===== src/rtl/fifo_rd_ctrl_if.sv =====
// Read-side bundle of the async FIFO: write-pointer input, storage port,
// read-pointer output and the consumer valid/ready handshake.
interface fifo_rd_ctrl_if #(
   parameter int ADDR_W = 4,
   parameter int DATA_W = 8
);
   logic [ADDR_W:0]   wptr_gray;
   logic [ADDR_W-1:0] mem_raddr;
   logic [DATA_W-1:0] mem_rdata;
   logic [ADDR_W:0]   rptr_gray;
   logic              rempty;
   logic              rd_valid;
   logic [DATA_W-1:0] rd_data;
   logic              rd_ready;
   logic [ADDR_W:0]   rd_level;

   modport slave (
      input  wptr_gray,
      input  mem_rdata,
      input  rd_ready,
      output mem_raddr,
      output rptr_gray,
      output rempty,
      output rd_valid,
      output rd_data,
      output rd_level
   );

   modport master (
      output wptr_gray,
      output mem_rdata,
      output rd_ready,
      input  mem_raddr,
      input  rptr_gray,
      input  rempty,
      input  rd_valid,
      input  rd_data,
      input  rd_level
   );
endinterface


===== src/rtl/fifo_rd_ctrl.sv =====
// Async FIFO read-domain controller: pointer sync, empty/level flags
// and a single output register with valid/ready handshake.
module fifo_rd_ctrl #(
   parameter int ADDR_W = 4,
   parameter int DATA_W = 8
) (
   input  logic           clk,
   input  logic           rst,
   fifo_rd_ctrl_if.slave  bus
);

   logic [ADDR_W:0]   wq1_q, wq2_q;
   logic [ADDR_W:0]   rbin_q, rbin_d;
   logic [ADDR_W:0]   rptr_gray_q, rptr_gray_d;
   logic              rempty_q, rempty_d;
   logic              rd_valid_q, rd_valid_d;
   logic [DATA_W-1:0] rd_data_q, rd_data_d;
   logic [ADDR_W:0]   rd_level_q, rd_level_d;
   logic              pop;

   function automatic logic [ADDR_W:0] bin2gray(input logic [ADDR_W:0] b);
      return b ^ (b >> 1);
   endfunction

   function automatic logic [ADDR_W:0] gray2bin(input logic [ADDR_W:0] g);
      logic [ADDR_W:0] b;
      b[ADDR_W] = g[ADDR_W];
      for (int i = ADDR_W - 1; i >= 0; i--) begin
         b[i] = b[i+1] ^ g[i];
      end
      return b;
   endfunction

   assign pop = !rempty_q && (!rd_valid_q || bus.rd_ready);

   // Flags are computed from the post-pop pointer so empty and level
   // never lag the word just moved into the output register.
   always_comb begin
      rbin_d      = rbin_q + {{ADDR_W{1'b0}}, pop};
      rptr_gray_d = bin2gray(rbin_d);
      rempty_d    = (rptr_gray_d == wq2_q);
      rd_level_d  = gray2bin(wq2_q) - rbin_d;
      rd_data_d   = rd_data_q;
      rd_valid_d  = rd_valid_q;
      if (pop) begin
         rd_data_d  = bus.mem_rdata;
         rd_valid_d = 1'b1;
      end else if (rd_valid_q && bus.rd_ready) begin
         rd_valid_d = 1'b0;
      end
   end

   always_ff @(posedge clk or posedge rst) begin
      if (rst) begin
         wq1_q       <= '0;
         wq2_q       <= '0;
         rbin_q      <= '0;
         rptr_gray_q <= '0;
         rempty_q    <= 1'b1;
         rd_valid_q  <= 1'b0;
         rd_data_q   <= '0;
         rd_level_q  <= '0;
      end else begin
         wq1_q       <= bus.wptr_gray;
         wq2_q       <= wq1_q;
         rbin_q      <= rbin_d;
         rptr_gray_q <= rptr_gray_d;
         rempty_q    <= rempty_d;
         rd_valid_q  <= rd_valid_d;
         rd_data_q   <= rd_data_d;
         rd_level_q  <= rd_level_d;
      end
   end

   assign bus.mem_raddr = rbin_q[ADDR_W-1:0];
   assign bus.rptr_gray = rptr_gray_q;
   assign bus.rempty    = rempty_q;
   assign bus.rd_valid  = rd_valid_q;
   assign bus.rd_data   = rd_data_q;
   assign bus.rd_level  = rd_level_q;

endmodule


===== src/flat_wrapper.sv =====
// flat-port wrapper written by rule: the top's interface ports become plain ports
module fifo_rd_ctrl_flat 
#(
   parameter int ADDR_W = 4,
   parameter int DATA_W = 8
)
  (clk, rst, bus_wptr_gray, bus_mem_rdata, bus_rd_ready, bus_mem_raddr, bus_rptr_gray, bus_rempty, bus_rd_valid, bus_rd_data, bus_rd_level);
  fifo_rd_ctrl_if #(.ADDR_W(ADDR_W), .DATA_W(DATA_W)) bus_i ();
  input  logic clk;
  input  logic rst;
  input wire logic [$bits(bus_i.wptr_gray)-1:0] bus_wptr_gray;
  input wire logic [$bits(bus_i.mem_rdata)-1:0] bus_mem_rdata;
  input wire logic [$bits(bus_i.rd_ready)-1:0] bus_rd_ready;
  output wire logic [$bits(bus_i.mem_raddr)-1:0] bus_mem_raddr;
  output wire logic [$bits(bus_i.rptr_gray)-1:0] bus_rptr_gray;
  output wire logic [$bits(bus_i.rempty)-1:0] bus_rempty;
  output wire logic [$bits(bus_i.rd_valid)-1:0] bus_rd_valid;
  output wire logic [$bits(bus_i.rd_data)-1:0] bus_rd_data;
  output wire logic [$bits(bus_i.rd_level)-1:0] bus_rd_level;
  assign bus_i.wptr_gray = bus_wptr_gray;
  assign bus_i.mem_rdata = bus_mem_rdata;
  assign bus_i.rd_ready = bus_rd_ready;
  assign bus_mem_raddr = bus_i.mem_raddr;
  assign bus_rptr_gray = bus_i.rptr_gray;
  assign bus_rempty = bus_i.rempty;
  assign bus_rd_valid = bus_i.rd_valid;
  assign bus_rd_data = bus_i.rd_data;
  assign bus_rd_level = bus_i.rd_level;
  fifo_rd_ctrl #(.ADDR_W(ADDR_W), .DATA_W(DATA_W)) u_core (.clk(clk), .rst(rst), .bus(bus_i));
endmodule

===== config.mk =====
export PLATFORM = sky130hd
export DESIGN_NAME = fifo_rd_ctrl_flat
export DESIGN_NICKNAME = d
export VERILOG_FILES = /design/src/rtl/fifo_rd_ctrl_if.sv /design/src/rtl/fifo_rd_ctrl.sv /design/src/flat_wrapper.sv
export SDC_FILE = /design/constraint.sdc
export NUM_CORES = 1
export LEC_CHECK = 0
export BUFFER_PORTS_ARGS = -buffer_cell sky130_fd_sc_hd__buf_4
export CAP_MARGIN = 15
export CORE_MARGIN = 5
export CORE_UTILIZATION = 45
export CTS_CLUSTER_SIZE = 8
export DETAILED_ROUTE_END_ITERATION = 10
export PLACE_DENSITY = 0.79
export SETUP_SLACK_MARGIN = 0.05
export SLEW_MARGIN = 20
export SYNTH_ARGS = -nofsm -noshare
export SYNTH_HDL_FRONTEND = slang
export SYNTH_SLANG_ARGS = --single-unit
export TNS_END_PERCENT = 100

===== constraint.sdc =====
create_clock -name clk -period 3 [get_ports clk]
set_input_delay 0 -clock clk [delete_from_list [all_inputs] [get_ports clk]]
set_output_delay 0 -clock clk [all_outputs]
set_load 0.005 [all_outputs]

[After elaboration in Yosys (flattened, before gate mapping)]
Index checks and enable logic that the tools add are counted.
Storage, ports and cells
  register bits after elaboration: 35
  latch bits: 0
  bits in writable memories: 0
  memory bits (read-only): 0
  bits of input ports: 16
  output and inout bits: 24
  word-level logic and storage cells: 24
  memories: 0
Cells by class
  add/subtract/negate cells: 2
  multiply operators: 0
  divide/modulo/power cells: 0
  order comparisons: 0
  eq/ne operators: 1
  shift operators: 0
  muxes and demuxes: 2
  bitwise logic cells: 5
  reduce and logical (&&, ||, !) cells: 6
Operator list (number)
  adder 5 x 1 -> 5 bit: 1
  equality test 5 bit: 1
  subtractor 5 bit: 1
  bitwise XOR 5 x 4 -> 5 bit: 1
  bitwise XOR 1 bit: 4
  logical AND 1 bit: 2
  logical NOT 1 bit: 2
  2-to-1 mux 1 bit: 2
  nonzero test 2 bit: 1
  logical OR 1 bit: 1

[Depth between registers and ports, before layout]
  depth after elaboration: 6
  mapped depth: 10
  mapped depth without buffers: 10

[Worst setup path after synthesis]
OpenSTA, ideal clock, no wires.
  path kind: flip-flop to flip-flop
  start point: register u_core.rd_valid_q, in the netlist u_core.bus.rd_valid
  end point: register u_core.rd_level_q[4], in the netlist u_core.bus.rd_level[4]
  setup time: 0.123 ns
  arrival: 2.364 ns
  data required time: 2.877 ns
  path slack: 0.513 ns
  cell stages (with the launch flop): 9
  buffers on the path: 0
  clock period less this slack: 2.487 ns
  path through: dfrtp_1 > a21oi_2 > ha_1 > ha_1 > xnor2_1 > ha_1 > a21oi_1 > maj3_1 > xnor2_1
Between the ends
  word-level cells in the longest chain between the ends: 5
RTL lines
  start: declaration: line fifo_rd_ctrl.sv:16  | logic rd_valid_q, rd_valid_d;
  start signal: assignment: line fifo_rd_ctrl.sv:69  | rd_valid_q <= rd_valid_d;
  logical NOT 1 bit: line fifo_rd_ctrl.sv:34  | assign pop = !rempty_q && (!rd_valid_q || bus.rd_ready);
  logical OR 1 bit: line fifo_rd_ctrl.sv:34
  logical AND 1 bit: line fifo_rd_ctrl.sv:34
  net u_core.pop: line fifo_rd_ctrl.sv:19  | logic pop;
  adder 5 x 1 -> 5 bit: line fifo_rd_ctrl.sv:39  | rbin_d = rbin_q + {{ADDR_W{1'b0}}, pop};
  subtractor 5 bit: line fifo_rd_ctrl.sv:42  | rd_level_d = gray2bin(wq2_q) - rbin_d;
  net u_core.rd_level_d[4]: line fifo_rd_ctrl.sv:18  | logic [ADDR_W:0] rd_level_q, rd_level_d;
  end signal: assignment: line fifo_rd_ctrl.sv:71  | rd_level_q <= rd_level_d;
  end: declaration: line fifo_rd_ctrl.sv:18
The timed path passes the listed nets, and every way through them passes these cells.
A chain may end at the register's enable or synchronous reset.

[Worst setup path in the final report]
  start point: register u_core.wq2_q[4]
  end point: register u_core.rd_level_q[4], in the netlist u_core.bus.rd_level[4]
Between the ends
  word-level cells in the longest chain between the ends: 5
RTL lines
  start: declaration: line fifo_rd_ctrl.sv:12  | logic [ADDR_W:0] wq1_q, wq2_q;
  start signal: assignment: line fifo_rd_ctrl.sv:65  | wq2_q <= wq1_q;
  bitwise XOR 1 bit (4 in series): line fifo_rd_ctrl.sv:29  | b[i] = b[i+1] ^ g[i];
  subtractor 5 bit *: line fifo_rd_ctrl.sv:42
  net u_core.rd_level_d[4]: line fifo_rd_ctrl.sv:18
The timed path passes the listed nets; every way through them passes the cells marked *.

==> results.py <==
metrics = {
    "status": {
        "run_status": "completed",
    },
    "setup_path": {
        "worst_setup_path_end_kind": "register",
        "cp-start-kind": "register",
        "worstSetupPathType": "register to register",
        "cp.arrival_ns": 2.89,
        "cp.required_ns": 3.26,
        "crit_path_max_fanout": 3,
    },
    "clock_tree": {
        "clk_pin_slew_ns": 0.09,
        "cts_max_level": 2,
        "cts_buffers": 5,
        "cts-root-buf": "clkbuf_4",
        "tritoncts": "built",
        "clock_sinks": 34,
        "cts-resized-gates": 0,
        "clk_latency_ns": 0.33,
        "cts.path.max_buffers": 2,
    },
    "global_route": {
        "grtUsageTotal": 0.134,
        "grt_antenna_before_repair": 0,
        "grt_max_degree": 35,
        "grt_overflow": 0,
        "grt_pass1_vias": 951,
        "grt_pass1_wl_mm": 4.24,
    },
    "power_and_ir_drop": {
        "sw_frac_of_total": 0.342,
        "p_seq_frac": 0.379,
        "total_power_uw": 1900,
        "cellLeakagePower_uw": 0.000934,
        "comb_power_share": 0.502,
        "max-vdd-ir-drop_v": 0.000405,
        "p_int_uw": 1250,
        "p_switching_uw": 650,
        "p_clk_frac": 0.119,
        "power.density_mw_per_mm2": 963,
    },
    "final_layout": {
        "regArea_sq_um": 852,
        "stdcell_area_sq_mm": 0.00197,
        "multiInputGateArea_sq_um": 528,
        "diodes": 0,
        "fin_nets": 183,
        "area_growth_pct": 39.8,
        "fill_cells": 211,
        "layout-drive-gt1-share": 0.366,
    },
    "sta": {
        "hold_violations": 0,
        "worst-slew-pin-transition_ns": 0.408,
        "setup_viol": 0,
        "tns_ns": 0,
        "fmax_ghz": 0.381,
        "grt_setup_unrepaired": "no",
        "fin_skew_ns": 0.00781,
        "fin_crit_ns": 2.63,
        "slew_headroom": 0.726,
        "slew_viol_final": 0,
        "min_period_over_period": 0.876,
    },
    "route": {
        "vias": 936,
        "via_per_inst": 4.57,
        "wirelength_mm": 2.63,
        "ant_nets": 0,
        "dr.first_iter.drc_count": 25,
        "wl_per_cell_um": 12.8,
        "first_pass_iters": 4,
        "drc_errors": 0,
    },
    "logic_synthesis": {
        "ys.flop_type": "dfrtp_1",
        "netlist_area_sq_mm": 0.00141,
        "synthMostInstantiatedCell": "dfrtp_1",
        "synth_cell_types": 27,
        "synth_top_area_share": 0.586,
        "yosysTopAreaCell": "dfrtp_1",
        "yosys_warnings": 0,
        "avgSynthCellArea_sq_um": 14.4,
        "synth_edf_count": 0,
        "ys_top_cells_by_area": "dfrtp_1 (59%), xnor2_1 (7.5%), mux2_2 (6.4%)",
        "syn-instance-count": 98,
        "ys_seq_area_frac": 0.604,
        "syn_nets": 120,
        "synth-async-reset-ratio": 1.00,
        "ys_ff_latch": 34,
        "synth_commonest_cells": "dfrtp_1 (33), xnor2_1 (12), mux2_2 (8)",
    },
    "min_path": {
        "hold_class": "input port to asynchronous set/reset pin",
    },
    "placement": {
        "place.gp.congestion": 0.781,
        "port_buffers": 39,
        "dp_hpwl_mm": 1.85,
        "placed_area_sq_mm": 0.00178,
    },
    "job": {
        "cap_violations": 0,
    },
    "die": {
        "fp.dieArea_sq_mm": 0.00435,
        "coreArea_sq_mm": 0.00303,
        "dieWidth_um": 66.0,
        "io_pins": 40,
        "start_util": 0.466,
        "fp.dieH_um": 66.0,
        "rows": 20,
    },
}
cells by family after synthesis:
logic type / synth area share
AO/OA/AOI/OAI: 0.0550
AND/OR/NAND/NOR: 0.0311
XOR/XNOR: 0.152
adder cells (fa/ha/maj): 0.0657
buffers and inverters: 0.0213
multiplexers: 0.0710
flip-flops: 0.604
power groups by stage:
| stage | clock (uW) | combinational [uW] | sequential (uW) |
|---|---|---|---|
| floorplan | 0 | 587 | 723 |
| global placement | 0 | 923 | 723 |
| detailed placement | 0 | 948 | 731 |
| CTS | 235 | 969 | 721 |
| global route | 254 | 1050 | 739 |
| finish | 227 | 953 | 720 |
repair_timing:
| action | in CTS | in global routing |
|---|---|---|
| setup buffers | 0 | 0 |
| endpoints found under the setup margin | 0 | 0 |
| hold buffers | 15 | 0 |
| hold endpoints to repair | 47 | 0 |
path summary, 6_finish.rpt:
| check | startpoint | endpoint | slack, ns | cells past startpoint |
|---|---|---|---|---|
| worst max-delay path | u_core.wq2_q[4] | u_core.bus.rd_level[4] | 0.37 | 10 |
| worst min-delay path | rst | u_core.bus.rd_data[4] | 0.31 | 4 |
| worst max register to register | u_core.wq2_q[4] | u_core.bus.rd_level[4] | 0.37 | 10 |
| worst min register to register | u_core.wq1_q[2] | u_core.wq2_q[2] | 0.35 | 0 |
| max in group asynchronous | rst | u_core.bus.rempty | 2.36 | 4 |
| min in group clk | bus_wptr_gray[3] | u_core.wq1_q[3] | 0.31 | 2 |
worst max-delay path, cell delays in order (launching register included):
cell and delay [ns]:
dfrtp_1 0.40, xnor2_1 0.32, xnor2_1 0.20, xor2_1 0.36, xnor2_1 0.17, ha_1 0.16, inv_1 0.06, fa_1 0.40
a21oi_1 0.17, maj3_1 0.20, xnor2_1 0.11
cell type report:
type / instances / area share
sequential: 34 / 0.432
inverter: 7 / 0.0133
multi-input combinational: 56 / 0.268
timing repair buffer: 57 / 0.236
tap: 44 / 0.0279
clock buffer: 7 / 0.0228
state kept, by name (all words and copies together) (netlist names):
| name | cells |
|---|---|
| u_core.bus.rd_data | 8 |
| u_core.wq2_q | 5 |
| u_core.bus.rempty | 1 |
| u_core.bus.rd_valid | 1 |
| u_core.wq1_q | 5 |
| u_core.rbin_q | 5 |
| u_core.bus.rptr_gray | 4 |
| u_core.bus.rd_level | 5 |
cells in the final DEF (no fill, tap or decap), drive strengths merged:
cell / Yosys / final
buf: 0 / 42
dfrtp: 33 / 33
dlygate4sd3: 0 / 15
xnor2: 12 / 12
mux2: 8 / 8
inv: 7 / 7
xor2: 7 / 7
clkbuf: 1 / 7
ha: 5 / 5
a21oi: 3 / 3
nand3: 2 / 2
a21boi: 2 / 2
nor2: 2 / 2
o21ai: 2 / 2
a21o: 1 / 1
xor3: 1 / 1
maj3: 1 / 1
and4b: 1 / 1
o21a: 1 / 1
a31oi: 1 / 1
or3: 1 / 1
and2: 1 / 1
mux2i: 1 / 1
xnor3: 1 / 1
nand2: 1 / 1
a211oi: 1 / 1
fa: 1 / 1
dfstp: 1 / 1
routing by layer:
metal / global-route usage / wire (um) / up-vias / share of wire
met2: 0.230 / 1380 / 27 / 0.53
met4: 0.0685 / 61 / 0 / 0.023
met3: 0.0510 / 165 / 7 / 0.063
li1: - / - / 452 / -
met5: 0 / 0 / - / 0
met1: 0.142 / 1020 / 450 / 0.39
per-stage QoR:
step / instances / hold slack (ns) / util / worst slack, ns
4_1_cts: 205 / 0.302 / 0.651 / 0.355
2_1_floorplan: 98 / 0.0314 / - / 0.513
3_5_place_dp: 183 / 0.111 / 0.587 / 0.375
6_report: 205 / 0.312 / 0.651 / 0.372
3_3_place_gp: 183 / 0.110 / 0.587 / 0.458
5_1_grt: 205 / 0.304 / 0.651 / 0.198
Note: power is estimated with default switching activity, not from simulation.
